==> src/rtl/spi_slave_xfer_ctrl_if.sv <==
// Signal bundle for spi_slave_xfer_ctrl: SPI pins, two TX requesters and RX status.
// The abort strobe exists only when SPI_SLV_XFER_ABORT_DET_EN is defined.
interface spi_slave_xfer_ctrl_if #(
  parameter int unsigned DATA_WIDTH = 8
);
  logic                  sclk;
  logic                  cs;
  logic                  mosi0;
  logic                  miso0;
  logic [DATA_WIDTH-1:0] req0_data;
  logic                  req0_valid;
  logic                  req0_ready;
  logic [DATA_WIDTH-1:0] req1_data;
  logic                  req1_valid;
  logic                  req1_ready;
  logic [DATA_WIDTH-1:0] rx_data;
  logic                  rx_valid;
  logic                  rx_owner;
  logic                  underrun;
  logic                  busy;
`ifdef SPI_SLV_XFER_ABORT_DET_EN
  logic                  abort;
`endif

  modport slave (
    input  sclk, cs, mosi0,
    input  req0_data, req0_valid, req1_data, req1_valid,
    output miso0, req0_ready, req1_ready,
    output rx_data, rx_valid, rx_owner, underrun, busy
`ifdef SPI_SLV_XFER_ABORT_DET_EN
    , output abort
`endif
  );

  modport master (
    output sclk, cs, mosi0,
    output req0_data, req0_valid, req1_data, req1_valid,
    input  miso0, req0_ready, req1_ready,
    input  rx_data, rx_valid, rx_owner, underrun, busy
`ifdef SPI_SLV_XFER_ABORT_DET_EN
    , input abort
`endif
  );
endinterface

==> src/rtl/spi_slave_xfer_ctrl.sv <==
// SPI slave frame controller: synchronizes raw SPI pins, arbitrates two TX requesters
// round-robin per frame, reports received words. Optional abort strobe: SPI_SLV_XFER_ABORT_DET_EN.
module spi_slave_xfer_ctrl #(
  parameter int unsigned DATA_WIDTH = 8,
  parameter bit          CPOL       = 1'b0,
  parameter bit          CPHA       = 1'b0
) (
  input logic                  pclk,
  input logic                  areset,
  spi_slave_xfer_ctrl_if.slave bus
);
  localparam int unsigned   CW       = (DATA_WIDTH > 2) ? $clog2(DATA_WIDTH) : 1;
  localparam logic [CW-1:0] LAST_BIT = CW'(DATA_WIDTH - 1);

  typedef enum logic [1:0] {IDLE, LOAD, SHIFT, DONE} state_t;

  state_t                state;
  logic                  sclk_meta, sclk_sync, sclk_prev;
  logic                  cs_meta, cs_sync;
  logic                  mosi_meta, mosi_sync;
  logic                  armed;
  logic                  ptr;
  logic                  owner;
  logic                  drv_started;
  logic [CW-1:0]         bit_cnt;
  logic [DATA_WIDTH-1:0] tx_shift;
  logic [DATA_WIDTH-1:0] rx_shift;
  logic [DATA_WIDTH-1:0] tx_word;
  logic [DATA_WIDTH-1:0] rx_data_q;
  logic                  miso_q, rx_valid_q, rx_owner_q, underrun_q, busy_q;
`ifdef SPI_SLV_XFER_ABORT_DET_EN
  logic                  abort_q;
`endif

  logic sclk_rise, sclk_fall, lead_edge, trail_edge, sample_edge, drive_edge;
  logic grant0, grant1;

  assign sclk_rise   = sclk_sync & ~sclk_prev;
  assign sclk_fall   = ~sclk_sync & sclk_prev;
  assign lead_edge   = CPOL ? sclk_fall : sclk_rise;
  assign trail_edge  = CPOL ? sclk_rise : sclk_fall;
  assign sample_edge = CPHA ? trail_edge : lead_edge;
  assign drive_edge  = CPHA ? lead_edge : trail_edge;

  assign grant0 = bus.req0_valid & (~bus.req1_valid | ~ptr);
  assign grant1 = bus.req1_valid & (~bus.req0_valid | ptr);

  always_comb begin
    tx_word = '1;
    if (grant0)      tx_word = bus.req0_data;
    else if (grant1) tx_word = bus.req1_data;
  end

  // Ready is a live handshake qualifier, so it is decoded from state rather than registered.
  assign bus.req0_ready = (state == LOAD) & grant0;
  assign bus.req1_ready = (state == LOAD) & grant1;

  assign bus.miso0    = miso_q;
  assign bus.rx_data  = rx_data_q;
  assign bus.rx_valid = rx_valid_q;
  assign bus.rx_owner = rx_owner_q;
  assign bus.underrun = underrun_q;
  assign bus.busy     = busy_q;
`ifdef SPI_SLV_XFER_ABORT_DET_EN
  assign bus.abort    = abort_q;
`endif

  always_ff @(posedge pclk or posedge areset) begin
    if (areset) begin
      state       <= IDLE;
      sclk_meta   <= CPOL;
      sclk_sync   <= CPOL;
      sclk_prev   <= CPOL;
      cs_meta     <= 1'b0;
      cs_sync     <= 1'b0;
      mosi_meta   <= 1'b0;
      mosi_sync   <= 1'b0;
      armed       <= 1'b0;
      ptr         <= 1'b0;
      owner       <= 1'b0;
      drv_started <= 1'b0;
      bit_cnt     <= '0;
      tx_shift    <= '0;
      rx_shift    <= '0;
      rx_data_q   <= '0;
      miso_q      <= 1'b0;
      rx_valid_q  <= 1'b0;
      rx_owner_q  <= 1'b0;
      underrun_q  <= 1'b0;
      busy_q      <= 1'b0;
`ifdef SPI_SLV_XFER_ABORT_DET_EN
      abort_q     <= 1'b0;
`endif
    end else begin
      sclk_meta  <= bus.sclk;
      sclk_sync  <= sclk_meta;
      sclk_prev  <= sclk_sync;
      cs_meta    <= bus.cs;
      cs_sync    <= cs_meta;
      mosi_meta  <= bus.mosi0;
      mosi_sync  <= mosi_meta;
      rx_valid_q <= 1'b0;
      underrun_q <= 1'b0;
`ifdef SPI_SLV_XFER_ABORT_DET_EN
      abort_q    <= 1'b0;
`endif
      // A frame may only start once cs has been seen high since reset.
      if (cs_sync) armed <= 1'b1;

      case (state)
        IDLE: begin
          miso_q <= 1'b0;
          busy_q <= 1'b0;
          if (!cs_sync && armed) begin
            state  <= LOAD;
            busy_q <= 1'b1;
          end
        end

        LOAD: begin
          state       <= SHIFT;
          bit_cnt     <= '0;
          drv_started <= 1'b0;
          tx_shift    <= tx_word;
          owner       <= grant1;
          miso_q      <= CPHA ? 1'b0 : tx_word[DATA_WIDTH-1];
          if (grant0)      ptr <= 1'b1;
          else if (grant1) ptr <= 1'b0;
          else             underrun_q <= 1'b1;
        end

        SHIFT: begin
          if (cs_sync) begin
            state  <= IDLE;
            busy_q <= 1'b0;
            miso_q <= 1'b0;
`ifdef SPI_SLV_XFER_ABORT_DET_EN
            abort_q <= 1'b1;
`endif
          end else begin
            if (sample_edge) begin
              rx_shift <= {rx_shift[DATA_WIDTH-2:0], mosi_sync};
              if (bit_cnt == LAST_BIT) begin
                state      <= DONE;
                rx_data_q  <= {rx_shift[DATA_WIDTH-2:0], mosi_sync};
                rx_valid_q <= 1'b1;
                rx_owner_q <= owner;
              end else begin
                bit_cnt <= bit_cnt + CW'(1);
              end
            end
            // With CPHA=0 the previous frame's final trailing edge can land here
            // before any bit is sampled; it must not shift out the fresh MSB.
            if (drive_edge) begin
              if (CPHA && !drv_started) begin
                miso_q      <= tx_shift[DATA_WIDTH-1];
                drv_started <= 1'b1;
              end else if (CPHA || (bit_cnt != '0)) begin
                tx_shift <= {tx_shift[DATA_WIDTH-2:0], 1'b0};
                miso_q   <= tx_shift[DATA_WIDTH-2];
              end
            end
          end
        end

        DONE: begin
          if (!cs_sync) begin
            state <= LOAD;
          end else begin
            state  <= IDLE;
            busy_q <= 1'b0;
            miso_q <= 1'b0;
          end
        end

        default: state <= IDLE;
      endcase
    end
  end
endmodule

==> src/flat_wrapper.sv <==
// flat-port wrapper written by rule: the top's interface ports become plain ports
module spi_slave_xfer_ctrl_flat 
#(
  parameter int unsigned DATA_WIDTH = 8,
  parameter bit          CPOL       = 1'b0,
  parameter bit          CPHA       = 1'b0
)
  (pclk, areset, bus_sclk, bus_cs, bus_mosi0, bus_req0_data, bus_req0_valid, bus_req1_data, bus_req1_valid, bus_miso0, bus_req0_ready, bus_req1_ready, bus_rx_data, bus_rx_valid, bus_rx_owner, bus_underrun, bus_busy);
  spi_slave_xfer_ctrl_if #(.DATA_WIDTH(DATA_WIDTH)) bus_i ();
  input logic pclk;
  input logic areset;
  input wire logic [$bits(bus_i.sclk)-1:0] bus_sclk;
  input wire logic [$bits(bus_i.cs)-1:0] bus_cs;
  input wire logic [$bits(bus_i.mosi0)-1:0] bus_mosi0;
  input wire logic [$bits(bus_i.req0_data)-1:0] bus_req0_data;
  input wire logic [$bits(bus_i.req0_valid)-1:0] bus_req0_valid;
  input wire logic [$bits(bus_i.req1_data)-1:0] bus_req1_data;
  input wire logic [$bits(bus_i.req1_valid)-1:0] bus_req1_valid;
  output wire logic [$bits(bus_i.miso0)-1:0] bus_miso0;
  output wire logic [$bits(bus_i.req0_ready)-1:0] bus_req0_ready;
  output wire logic [$bits(bus_i.req1_ready)-1:0] bus_req1_ready;
  output wire logic [$bits(bus_i.rx_data)-1:0] bus_rx_data;
  output wire logic [$bits(bus_i.rx_valid)-1:0] bus_rx_valid;
  output wire logic [$bits(bus_i.rx_owner)-1:0] bus_rx_owner;
  output wire logic [$bits(bus_i.underrun)-1:0] bus_underrun;
  output wire logic [$bits(bus_i.busy)-1:0] bus_busy;
  assign bus_i.sclk = bus_sclk;
  assign bus_i.cs = bus_cs;
  assign bus_i.mosi0 = bus_mosi0;
  assign bus_i.req0_data = bus_req0_data;
  assign bus_i.req0_valid = bus_req0_valid;
  assign bus_i.req1_data = bus_req1_data;
  assign bus_i.req1_valid = bus_req1_valid;
  assign bus_miso0 = bus_i.miso0;
  assign bus_req0_ready = bus_i.req0_ready;
  assign bus_req1_ready = bus_i.req1_ready;
  assign bus_rx_data = bus_i.rx_data;
  assign bus_rx_valid = bus_i.rx_valid;
  assign bus_rx_owner = bus_i.rx_owner;
  assign bus_underrun = bus_i.underrun;
  assign bus_busy = bus_i.busy;
  spi_slave_xfer_ctrl #(.DATA_WIDTH(DATA_WIDTH), .CPOL(CPOL), .CPHA(CPHA)) u_core (.pclk(pclk), .areset(areset), .bus(bus_i));
endmodule
==> config.mk <==
export PLATFORM = sky130hd
export DESIGN_NAME = spi_slave_xfer_ctrl_flat
export DESIGN_NICKNAME = d
export VERILOG_FILES = /design/src/rtl/spi_slave_xfer_ctrl_if.sv /design/src/rtl/spi_slave_xfer_ctrl.sv /design/src/flat_wrapper.sv
export SDC_FILE = /design/constraint.sdc
export NUM_CORES = 1
export LEC_CHECK = 0
export ABC_AREA = 1
export CAP_MARGIN = 15
export CORE_ASPECT_RATIO = 1.75
export CORE_MARGIN = 2
export CORE_UTILIZATION = 32
export CTS_CLUSTER_DIAMETER = 80
export DETAILED_ROUTE_END_ITERATION = 8
export PLACE_DENSITY_LB_ADDON = 0.15
export SYNTH_ARGS = -nofsm -noshare
export SYNTH_HDL_FRONTEND = slang
export SYNTH_SLANG_ARGS = --single-unit
export TNS_END_PERCENT = 50
==> constraint.sdc <==
create_clock -name pclk -period 2.4 [get_ports pclk]
set_input_delay 0.6 -clock pclk [delete_from_list [all_inputs] [get_ports pclk]]
set_output_delay 0.6 -clock pclk [all_outputs]
set_load 0.01 [all_outputs]
==> metrics.yaml, run 1 <==
setup_path:
  start_kind: "register"
  slowest_delay_ns: 0.52
  r2r.worst_path.cells: 9
  worst-setup-path-type: "register to output pin"
  regToRegStartpoint: "u_core.state[0]$_DFFE_PP0P_"
  cp_slowest_cell: "clkdlybuf4s50_1"
  worstPathRequired_ns: 1.80
  worstSetupEndpointType: "output pin"
  crit_start: "u_core.state[1]$_DFFE_PP0P_"
  path_max_fanout: 6
  r2r_slack_ns: 0.51
  crit_chain: "inv_2 -> ha_2 -> nand2_1 -> inv_1 -> clkdlybuf4s50_1"
  r2r-end: "u_core.tx_shift[4]$_DFFE_PP0P_"
  crit_arrival_ns: 1.73
sta:
  slew_violations: 0
  fmax_mhz: 429
  fin_skew_ns: 0.0133
  setup_viol: 0
  tightest_slew_ns: 0.529
  post-route-period-util: 0.972
  min_period_ns: 2.33
  rsz0062_at_grt: "false"
  final_hold_viol_count: 0
  max-slew-margin-rel: 0.647
cells_and_area:
  fin_util: 0.438
  multi_input_area_um2: 781
  area_growth_syn_to_layout_pct: 31.5
  fin_cells: 358
  drive_gt1_frac: 0.143
  layout.area.seq_mm2: 0.00105
  nets: 309
  fillers: 598
  diodes: 0
synthesis:
  netlist_area_mm2: 0.00196
  netlist-cell-type-count: 24
  netlist_top_cells_area: "dfrtp_1 54%, nand2_1 14%, nand3_1 5.4%"
  syn_nets: 258
  ys_seq_area_frac: 0.536
  synth_area_leader_cell: "dfrtp_1"
  netlist_instances: 228
  yosys_warnings: 0
  avgSynthCellArea_um2: 8.59
  ys_seq_elements: 42
  synth_top_area_share: 0.536
route:
  routed_wirelength_um: 4380
  vias: 1574
  wl_per_cell_um: 12.2
  drtIter0Drc: 70
  avgViaCountPerCell: 4.40
  drc_errors: 0
  ant_nets: 0
  dr.pass1.iters: 4
power:
  seqPwrFrac: 0.429
  p_sw_frac: 0.365
  combPwrFrac: 0.351
  switchingPower_w: 0.000795
  internal-power_w: 0.00138
  p_leak_nw: 1.30
  p_clk_frac: 0.220
  power.total_w: 0.00218
  peakVddDrop_mv: 0.415
  p_per_area_mw_per_mm2: 845
placed_design:
  dp_hpwl_um: 3400
  place.gp.congestion: 0.786
  dp_cells: 350
  io_buffers: 37
min_path:
  hp-start: "u_core.cs_meta$_DFF_PP0_"
  hold_path_end: "u_core.cs_sync$_DFF_PP0_"
  holdPathStages: 0
  min_path_type: "register to register"
clock_network:
  holdBufCountCts: 0
  h-tree-depth: 2
  cts.sinks: 42
  clockRootBuffer: "clkbuf_8"
  cts_made_buffers: 5
  cts.path.max_buffers: 2
  cts_tree: "yes"
  clock_latency_ns: 0.31
  post_cts_buffers: 0
  path_clk_slew_ns: 0.09
floorplan:
  dieArea_mm2: 0.00679
  die_x_um: 63.2
  die_height_um: 108
  core_mm2: 0.00588
  start_util: 0.333
  rows: 37
  ios: 38
job:
  cap_violations: 0
grt:
  grt_pass1_vias: 1677
  grt_max_degree: 43
  grt_pass1_wl_um: 7650
  track_usage: 0.149
  overflow: 0
  antenna_found_initial: 0
run_status:
  outcome: "completed"
==> area by class of cell <==
| type | count | share of cell area |
|---|---|---|
| clock inverter | 3 | 0.00923 |
| inverter | 29 | 0.0423 |
| sequential | 42 | 0.408 |
| clock buffer | 5 | 0.0267 |
| timing repair buffer | 48 | 0.173 |
| multi-input combinational | 153 | 0.303 |
| tap | 78 | 0.0379 |
==> cell families after synthesis <==
kind of cell	synth area share
adder cells (fa/ha/maj)	0.0447
AO/OA/AOI/OAI	0.0824
buffers and inverters	0.0683
AND/OR/NAND/NOR	0.268
flip-flops	0.536
==> cell usage in the layout (no fill, tap or decap) <==
master / Yosys / layout
inv_6: 0 / 1
clkdlybuf4s50_1: 0 / 34
o21ai_0: 5 / 5
nand3_1: 21 / 21
nor2_4: 1 / 1
or2_1: 1 / 1
a21boi_1: 1 / 1
nor2_1: 11 / 11
dlygate4sd2_1: 0 / 2
o211ai_1: 2 / 2
ha_1: 7 / 6
nand2_1: 71 / 71
nand3b_1: 1 / 1
a21oi_1: 5 / 5
o21bai_4: 1 / 1
clkbuf_8: 0 / 5
nor2_2: 2 / 2
ha_2: 0 / 1
buf_4: 0 / 11
o21ai_2: 0 / 1
clkinvlp_4: 0 / 2
o21ai_1: 14 / 13
or2_2: 5 / 5
nand2_2: 3 / 3
inv_2: 4 / 5
nor2_8: 1 / 1
clkinv_1: 0 / 1
clkbuf_2: 0 / 1
inv_1: 25 / 23
dfrtp_1: 42 / 42
nor3_1: 1 / 1
==> layer usage <==
| layer | vias to the layer above | track usage | share of wire |
|---|---|---|---|
| met5 | - | 0 | 0 |
| met1 | 709 | 0.148 | 0.38 |
| li1 | 816 | - | - |
| met4 | 0 | 0.0746 | 0.028 |
| met2 | 41 | 0.289 | 0.57 |
| met3 | 8 | 0.0251 | 0.030 |
==> worst max path at each step <==
stage                      to  slack [ns]  cells past startpoint
2_1_floorplan  bus_req0_ready        0.62                      4
3_3_place_gp   bus_req1_ready       -0.20                      6
3_5_place_dp   bus_req1_ready       -0.23                      6
4_1_cts        bus_req1_ready        0.02                      6
5_1_grt        bus_req1_ready       0.003                      5
6_report       bus_req1_ready        0.07                      5
==> power by group through the flow <==
| stage | Clock, W | Sequential (W) | Combinational (W) |
|---|---|---|---|
| after detailed placement | 0 | 0.000945 | 0.000774 |
| final | 0.000479 | 0.000934 | 0.000764 |
| after floorplan | 0 | 0.000927 | 0.000509 |
| after CTS | 0.000496 | 0.000935 | 0.000779 |
| after global placement | 0 | 0.000942 | 0.000761 |
| after global routing | 0.000519 | 0.000949 | 0.000884 |
==> synth_stat cells <==
cell / count
clkbuf_1: 1
nand2_1: 71
o211ai_1: 2
nand3_1: 21
inv_1: 25
nor2_2: 2
nor2_8: 1
ha_1: 7
nand3b_1: 1
buf_6: 1
inv_2: 4
nor3_1: 1
o21ai_1: 14
or2_1: 1
or2_2: 5
nor2_4: 1
buf_2: 2
nand2_2: 3
dfrtp_1: 42
o21bai_4: 1
a21oi_1: 5
a21boi_1: 1
o21ai_0: 5
nor2_1: 11
==> per-stage QoR <==
stage          hold slack, ns  setup slack (ns)  cell area (um^2)  TNS, ns
6_report                0.351            0.0680              2580        0
4_1_cts                 0.352            0.0246              2580        0
5_1_grt                 0.376           0.00330              2580        0
3_3_place_gp            0.335            -0.203              2480   -0.334
2_1_floorplan           0.331             0.622              1960        0
3_5_place_dp            0.335            -0.231              2480   -0.374
==> registers in the layout, summed over array words and instances, names as in the netlist, 2 cells and up <==
signal	count
u_core.bit_cnt	3
u_core.bus.rx_data	8
u_core.rx_shift	7
u_core.state	2
u_core.tx_shift	7
==> critical path: cells and delay by family, from the launching register on <==
family,cells,cell delay [ns]
buffers and inverters,3,0.70
DFF,1,0.43
adders and majority gates,1,0.21
and+or+nand+nor,1,0.07
==> timing repair <==
action | 4_1_cts | 5_1_grt
resized for setup | 6 | 2
setup endpoints to repair | 2 | 1
pin swaps | 1 | 0
Power figures use the tool's default switching activity.
==> run 2, diff against run 1 <==
--- a/config.mk
+++ b/config.mk
@@ -8,7 +8,7 @@
 export ABC_AREA = 1
 export CAP_MARGIN = 15
 export CORE_ASPECT_RATIO = 1.75
-export CORE_MARGIN = 2
+export CORE_MARGIN = 4
 export CORE_UTILIZATION = 32
 export CTS_CLUSTER_DIAMETER = 80
 export DETAILED_ROUTE_END_ITERATION = 8
==> run 2 against run 1 <==
Against the previous run: sequential power is 1% lower; largest power group unchanged; worst setup slack better by 0.018 ns; critical path depth is 1 higher; combinational power is 0.9% lower; critical endpoint unchanged.
==> metrics.yaml, run 2 (synthesis results as in run 1) <==
run_status:
  outcome: "completed"
sta:
  post-route-period-util: 0.964
  fin_skew_ns: 0.00736
  final_hold_viol_count: 0
  setup_viol: 0
  tightest_slew_ns: 0.523
  min_period_ns: 2.31
  max-slew-margin-rel: 0.651
  fmax_mhz: 432
  slew_violations: 0
  setup_slack_ns: 0.0856
power:
  internal-power_w: 0.00147
  p_sw_frac: 0.339
  p_clk_frac: 0.245
  combPwrFrac: 0.340
  switchingPower_w: 0.000755
  p_leak_nw: 1.30
  peakVddDrop_mv: 0.382
  power.total_w: 0.00223
  seqPwrFrac: 0.415
  p_per_area_mw_per_mm2: 861
clock_network:
  clockRootBuffer: "clkbuf_8"
  cts.sinks: 42
  clock_latency_ns: 0.29
  path_clk_slew_ns: 0.08
  cts.path.max_buffers: 2
  h-tree-depth: 2
  post_cts_buffers: 0
  cts_made_buffers: 5
  cts_tree: "yes"
placed_design:
  placed_cell_area_mm2: 0.00247
  dp_hpwl_um: 3430
  io_buffers: 37
  place.gp.congestion: 0.795
  dp_cells: 348
  pre_cts_ws_ns: -0.253
grt:
  grt_pass1_vias: 1589
  overflow: 0
  track_usage: 0.129
  antenna_found_initial: 0
  grt_pass1_wl_um: 7440
  grt_max_degree: 43
min_path:
  hold_path_end: "u_core.cs_sync$_DFF_PP0_"
  hp-start: "u_core.cs_meta$_DFF_PP0_"
  min_path_type: "register to register"
  holdPathStages: 0
route:
  dr.pass1.iters: 4
  avgViaCountPerCell: 4.38
  drc_errors: 0
  vias: 1558
  routed_wirelength_um: 4470
  wl_per_cell_um: 12.6
  ant_nets: 0
  drtIter0Drc: 38
cells_and_area:
  layout.area.seq_mm2: 0.00105
  largest_reg_flops: 8
  final_common_cell: "nand2_1"
  area_growth_syn_to_layout_pct: 31.9
  stdcell_area_mm2: 0.00258
  nets: 307
  fin_util: 0.436
  drive_gt1_frac: 0.126
  diodes: 0
  layout_common_cells: "71 x nand2_1, 42 x dfrtp_1, 35 x clkdlybuf4s50_1, 24 x inv_1, 21 x nand3_1"
  fin_cells: 356
  fillers: 624
  multi_input_area_um2: 781
setup_path:
  path_common_cell: "inv_1"
  crit_arrival_ns: 1.71
  slowest_delay_ns: 0.52
  worst-setup-path-type: "primary input to output pin"
  r2r-end: "u_core.tx_shift[4]$_DFFE_PP0P_"
  worstSetupEndpointType: "output pin"
  path_max_fanout: 3
  worstPathRequired_ns: 1.80
  crit_chain: "clkdlybuf4s50_1 -> inv_1 -> o21ai_2 -> nand2_1 -> inv_1 -> clkdlybuf4s15_1"
  cp_slowest_cell: "clkdlybuf4s50_1"
  regToRegStartpoint: "u_core.state[0]$_DFFE_PP0P_"
  r2r_slack_ns: 0.51
  r2r.worst_path.cells: 9
  start_kind: "primary input"
floorplan:
  dieArea_mm2: 0.00749
  die_x_um: 67.2
  ios: 38
  die_height_um: 112
  core_mm2: 0.00593
  rows: 37
  start_util: 0.331
job:
  cap_violations: 0
run 2: changes by cell type in the layout (fill, tap and decap cells not counted):
cell             before  now
buf_4                11    9
bufinv_16             0    1
clkbuf_1              0    1
clkbuf_2              1    0
clkdlybuf4s15_1       0    1
clkdlybuf4s50_1      34   35
clkinvlp_4            2    1
dlygate4sd2_1         2    1
inv_1                23   24
inv_2                 5    4
inv_6                 1    0
run 2: per-stage QoR:
step	hold WS, ns	TNS, ns
after global placement	0.331	-0.348
after detailed placement	0.335	-0.366
final	0.346	0
after global routing	0.359	-0.00830
after floorplan	0.331	0
after CTS	0.351	0
run 2: per-layer routing:
layer	vias up	share of wire	routed length, um	track usage
met4	0	0.016	72	0.0447
met1	695	0.40	1780	0.143
met2	39	0.54	2420	0.235
met3	7	0.045	203	0.0252
met5	-	0	0	0
li1	817	-	-	-
run 2: power groups by stage:
stage	Clock, W	Combinational [W]	Sequential (W)
finish	0.000545	0.000757	0.000924
CTS	0.000569	0.000770	0.000925
global placement	0	0.000768	0.000934
global route	0.000596	0.000861	0.000944
detailed placement	0	0.000770	0.000940
floorplan	0	0.000509	0.000927
run 2: final cells by class:
cell class                 count  area share
sequential                    42       0.407
multi-input combinational    153       0.302
timing repair buffer          46       0.169
inverter                      29      0.0421
tap                           78      0.0378
clock buffer                   6      0.0281
clock inverter                 2      0.0145
run 2: worst max path at each step:
| stage | startpoint | to | slack (ns) | cells after the start |
|---|---|---|---|---|
| floorplan | bus_req1_valid | bus_req0_ready | 0.62 | 4 |
| global placement | bus_req1_valid | bus_req1_ready | -0.23 | 6 |
| detailed placement | bus_req1_valid | bus_req1_ready | -0.25 | 6 |
| CTS | bus_req1_valid | bus_req1_ready | 0.02 | 6 |
| global route | bus_req1_valid | bus_req1_ready | -0.008 | 6 |
| finish | bus_req1_valid | bus_req1_ready | 0.09 | 6 |
run 2: timing repair:
item / CTS / global route
setup endpoints to repair: 2 / 1
gates cloned: 0 / 0
hold buffers: 0 / 0
gates resized for setup: 3 / 2
run 2: worst max-delay path, delay by kind of cell:
family                 cells  cell delay (ns)
AO/OA/AOI/OAI              1             0.13
AND/OR/NAND/NOR            1             0.10
buffers and inverters      4             0.89
